## config.mk

```make
export PLATFORM = sky130hd
export DESIGN_NAME = jtcps1_gfx_resp
export DESIGN_NICKNAME = d
export VERILOG_FILES = /design/src/rtl/jtcps1_gfx_resp.sv
export SDC_FILE = /design/constraint.sdc
export NUM_CORES = 1
export LEC_CHECK = 0
export ABC_AREA = 1
export CORE_ASPECT_RATIO = 1.5
export CORE_MARGIN = 8
export CORE_UTILIZATION = 25
export DETAILED_ROUTE_END_ITERATION = 10
export SLEW_MARGIN = 20
export SYNTH_ARGS = -nofsm -noshare
export SYNTH_HDL_FRONTEND = slang
export SYNTH_SLANG_ARGS = --single-unit
```

## constraint.sdc

```tcl
create_clock -name clk -period 3.97 [get_ports clk]
set_clock_uncertainty 0.15 [all_clocks]
set_input_delay 0.794 -clock clk [delete_from_list [all_inputs] [get_ports clk]]
set_output_delay 0.794 -clock clk [all_outputs]
set_load 0.01 [all_outputs]
```

## src/rtl/jtcps1_gfx_resp.sv

```systemverilog
// Single-line (64-bit) response cache between the CPS1 tilemap engine and a 32-bit burst backend.
// Define JTCPS1_GFX_CACHE_EN to keep the fetched line across requests; otherwise every new request refills.
module jtcps1_gfx_resp #(
    parameter int AW = 21
) (
    input  logic          clk,
    input  logic          rst_n,
    input  logic          rom_cs,
    input  logic [19:0]   rom_addr,
    input  logic          rom_half,
    output logic [31:0]   rom_data,
    output logic          rom_ok,
    output logic          mem_req,
    output logic [AW-1:0] mem_addr,
    input  logic          mem_ack,
    input  logic          mem_dst,
    input  logic [31:0]   mem_data
);

    typedef enum logic [1:0] {IDLE, REQ, BEAT0, BEAT1} state_t;

    state_t      state;
    logic [31:0] line0, line1;
    logic [19:0] tag;
    logic [19:0] last_addr;
    logic        last_half;
    logic        ok_r;
    logic        hit;
    logic        wr0, wr1;

`ifdef JTCPS1_GFX_CACHE_EN
    logic valid;

    assign hit = rom_cs && valid && (rom_addr == tag) && (state == IDLE);
`else
    logic        prev_cs;
    logic [19:0] prev_addr;
    logic        pend;
    logic        fresh;

    // A new request (rising rom_cs or a new address) must always go to the backend,
    // even if it shows up while a fill is still running.
    assign fresh = rom_cs && (!prev_cs || (rom_addr != prev_addr));
    assign hit   = rom_cs && !fresh && !pend && (rom_addr == tag) && (state == IDLE);

    always_ff @(posedge clk) begin
        if (!rst_n) begin
            prev_cs   <= 1'b0;
            prev_addr <= '0;
            pend      <= 1'b0;
        end else begin
            prev_cs   <= rom_cs;
            prev_addr <= rom_addr;
            pend      <= (state == IDLE) ? 1'b0 : (pend | fresh);
        end
    end
`endif

    // rom_data is only trusted while the inputs still match the pair that produced it
    assign rom_ok = ok_r && rom_cs && (rom_addr == last_addr) && (rom_half == last_half);

    assign wr0 = mem_dst && ((state == BEAT0) || ((state == REQ) && mem_ack));
    assign wr1 = mem_dst && (state == BEAT1);

    always_ff @(posedge clk) begin
        if (wr0) line0 <= mem_data;
        if (wr1) line1 <= mem_data;
    end

    always_ff @(posedge clk) begin
        if (!rst_n) begin
            state     <= IDLE;
`ifdef JTCPS1_GFX_CACHE_EN
            valid     <= 1'b0;
`endif
            tag       <= '0;
            mem_req   <= 1'b0;
            mem_addr  <= '0;
            ok_r      <= 1'b0;
            rom_data  <= '0;
            last_addr <= '0;
            last_half <= 1'b0;
        end else begin
            ok_r <= hit;
            if (hit) begin
                rom_data  <= rom_half ? line1 : line0;
                last_addr <= rom_addr;
                last_half <= rom_half;
            end
            case (state)
                IDLE: begin
                    if (rom_cs && !hit) begin
                        state    <= REQ;
                        mem_req  <= 1'b1;
                        mem_addr <= AW'({rom_addr, 1'b0});
                    end
                end
                REQ: begin
                    if (mem_ack) begin
                        mem_req <= 1'b0;
`ifdef JTCPS1_GFX_CACHE_EN
                        valid   <= 1'b0;
`endif
                        // data arriving with the ack is the first beat
                        state   <= mem_dst ? BEAT1 : BEAT0;
                    end
                end
                BEAT0: begin
                    if (mem_dst) state <= BEAT1;
                end
                BEAT1: begin
                    if (mem_dst) begin
                        state <= IDLE;
                        tag   <= mem_addr[20:1];
`ifdef JTCPS1_GFX_CACHE_EN
                        valid <= 1'b1;
`endif
                    end
                end
                default: state <= IDLE;
            endcase
        end
    end

endmodule

```

==> run_results.csv <==
group,metric,value,unit
cells_and_area,final_cell_area,0.00977,mm²
grt,grt_max_degree,51,
yosys,synth-seq-cells,183,
yosys,synth_warnings,0,
detailed_routing,drc,0,
detailed_routing,routedWlPerCell,15.7,µm
clock_tree,clk_latency,0.45,ns
yosys,async_flop_share,0,
yosys,synth_mux_area_frac,0.0425,
yosys,synthCells,806,
timing,maxSlewViolCount,0,
timing,rsz0062_at_grt,"false",
yosys,syn-mean-instance-area,9.34,µm²
yosys,synthesis.nets,868,
floorplanning,core_area,0.0300,mm²
setup_path,crit_type,"input port to output pin",
yosys,synthDistinctLibCells,41,
worst_hold_path,hold_class,"flop to flop",
clock_tree,numCtsBuffers,17,
yosys,synthAdderAreaFrac,0.00665,
floorplanning,initial_core_util,0.251,
grt,top_usage_layer,"met2",
grt,grt_usage,0.120,
cells_and_area,syn2layout_area_growth,29.7,%
grt,grtUsageMet2,0.214,
floorplanning,die_x,158,µm
yosys,synthFlopType,"dfxtp_1",
detailed_routing,wl,21100,µm
cells_and_area,n_antenna_cell,0,
cells_and_area,post-route-util,0.326,
floorplanning,die-height,229,µm
status,status,"completed",
grt,antenna_found_initial,0,
pwr,internal_power,3.34,mW
setup_path,worstPathRequired,3.03,ns
clock_tree,postCtsHoldBufs,0,
grt,met3_usage,0.0333,
clock_tree,cts_setup_buffers,0,
clock_tree,clkTransAtPathRegs,0.07,ns
timing,setup_violations,0,
detailed_routing,drtIter0Drc,279,
detailed_routing,antenna_left,0,
yosys,synth_common_cells,"nand2_1 (134), dfxtp_1 (119), nor2_1 (103)",
yosys,synthSimpleGateAreaFrac,0.151,
detailed_routing,routed_via_density,4.28,
yosys,syn-cell-area,0.00753,mm²
setup_path,cp_max_fo,5,
clock_tree,clockBufferDepth,2,
pwr,clkPwrFrac,0.348,
clock_tree,cts_resized,0,
floorplanning,ios,113,
yosys,synth_compound_area_frac,0.139,
pwr,irDropWorstVdd,487,µV
timing,max-slew-margin-rel,0.477,
grt,use_met1,0.127,
placed_design,hpwl,15200,µm
timing,fin_crit_sh,0.963,
placed_design,port_buffers,111,
timing,worstMarginPinSlew,0.783,ns
placed_design,dp.cells,1310,
clock_tree,htree_num_levels,4,
timing,fmax,262,MHz
detailed_routing,drtPass1Iterations,5,
pwr,p_per_area,474,mW/mm²
placed_design,placed_area,0.00921,mm²
pwr,p_switching,1.28,mW
cells_and_area,stdcell_count,1342,
placed_design,place_congestion,0.859,
timing,hold_violations,0,
yosys,synth-seq-area-share,0.572,
timing,finalSetupTns,0,ns
yosys,synth_top_family_by_area,"simple AND/OR/NAND/NOR gates",
pwr,combPwrFrac,0.169,
setup_path,start_kind,"input port",
pwr,p_sw_frac,0.277,
grt,grt_pass1_vias,5747,
yosys,synth_xor_area_frac,0.0175,
floorplanning,die-area,0.0360,mm²
yosys,synthTopCellsByArea,"dfxtp_1 (32%), edfxtp_1 (26%), nand2_1 (6.7%)",
clock_tree,tritoncts,"built",
pwr,cellLeakagePower,3.85,nW
grt,grt-ovfl-total,0,
grt,grt_pass1_wl,32500,µm
pwr,p_seq_frac,0.483,
yosys,synth_edf_count,64,
cells_and_area,drive_above_1_share,0.114,
run,cap_violations,0,
clock_tree,cts.sinks,183,
setup_path,setup.worst_path.end_class,"output pin",
detailed_routing,vias,5748,
timing,finalCriticalPeriod,3.82,ns
cells_and_area,fin_nets,991,
floorplanning,std_cell_rows,78,
clock_tree,cts_root_buffer,"clkbuf_16",
yosys,synth_top_area_frac,0.316,
setup_path,worstPathArrival,2.88,ns
yosys,yosysMostFrequentCell,"nand2_1",
yosys,synth_area_leader_cell,"dfxtp_1",
## path summary, 6_finish.rpt
| kind | slack (ns) | endpoint | depth (start not counted) | startpoint |
|---|---|---|---|---|
| setup / recovery | 0.15 | rom_ok | 7 | rom_addr[6] |
| hold / removal | 0.32 | tag[14]$_SDFFE_PN0P_ | 2 | tag[14]$_SDFFE_PN0P_ |
| setup reg to reg | 1.33 | rom_data[6]$_SDFFE_PN0P_ | 13 | state[0]$_SDFFE_PN0P_ |
| hold reg to reg | 0.32 | tag[14]$_SDFFE_PN0P_ | 2 | tag[14]$_SDFFE_PN0P_ |
## worst max-delay path: stages
cell and delay (ns):
clkdlybuf4s50_1 0.57, inv_2 0.07, a22o_1 0.21, nor4_1 0.18
nand4_1 0.24, nor2_1 0.22, clkdlybuf4s50_1 0.59
## placed cells by master (no fill, tap or decap), types with 12 or more instances in the layout
master	instances
a211oi_2	19
a21oi_1	42
buf_4	27
clkbuf_16	18
clkdlybuf4s50_1	109
dfxtp_1	119
edfxtp_1	64
inv_1	77
inv_2	12
mux2i_1	32
nand2_1	134
nand3_1	12
nor2_1	103
o21ai_0	71
## kinds of logic (layout without fill, tap and decap cells)
family / count (synthesis) / count (layout)
XOR/XNOR: 15 / 15
other: 1 / 1
AO/OA/AOI/OAI: 166 / 166
buffers and inverters: 127 / 263
multiplexers: 32 / 32
adder cells (fa/ha/maj): 4 / 4
flip-flops: 183 / 183
AND/OR/NAND/NOR: 278 / 278
## layer usage
metal,routed length (µm),share of wire,up-vias
met2,11200,0.53,107
met3,891,0.042,29
met4,666,0.032,0
li1,-,-,2918
met1,8370,0.40,2694
met5,0,0,-
## sequential cells by signal (all words and copies together) (netlist names)
signal	cells
mem_addr	20
rom_data	32
pend	1
state	2
line0	32
last_half	1
mem_req	1
ok_r	1
prev_cs	1
line1	32
prev_addr	20
tag	20
last_addr	20
## power groups by stage
stage	Sequential, mW	Combinational, mW	Clock, mW
3_3_place_gp	2.27	0.785	0
2_1_floorplan	2.28	0.396	0
5_1_grt	2.25	0.869	1.73
6_report	2.23	0.782	1.61
3_5_place_dp	2.28	0.792	0
4_1_cts	2.24	0.794	1.66
## stage by stage
| step | setup WS [ns] | power, mW | hold slack (ns) |
|---|---|---|---|
| floorplan | 0.152 | 2.68 | 0.294 |
| detailed placement | 0.130 | 3.07 | 0.310 |
| global route | 0.0201 | 4.85 | 0.349 |
| CTS | 0.126 | 4.69 | 0.325 |
| global placement | 0.103 | 3.06 | 0.306 |
| finish | 0.148 | 4.62 | 0.325 |
## layout make-up
| type | instances | area [µm²] |
|---|---|---|
| Fill cell | 3113 | 20200 |
| Sequential cell | 183 | 4300 |
| Multi-Input combinational cell | 496 | 2700 |
| Timing Repair Buffer | 141 | 1360 |
| Tap cell | 400 | 500 |
| Clock inverter | 9 | 66.3 |
| Inverter | 90 | 339 |
| Clock buffer | 23 | 489 |
No activity file was read; power rests on OpenSTA's default activity.
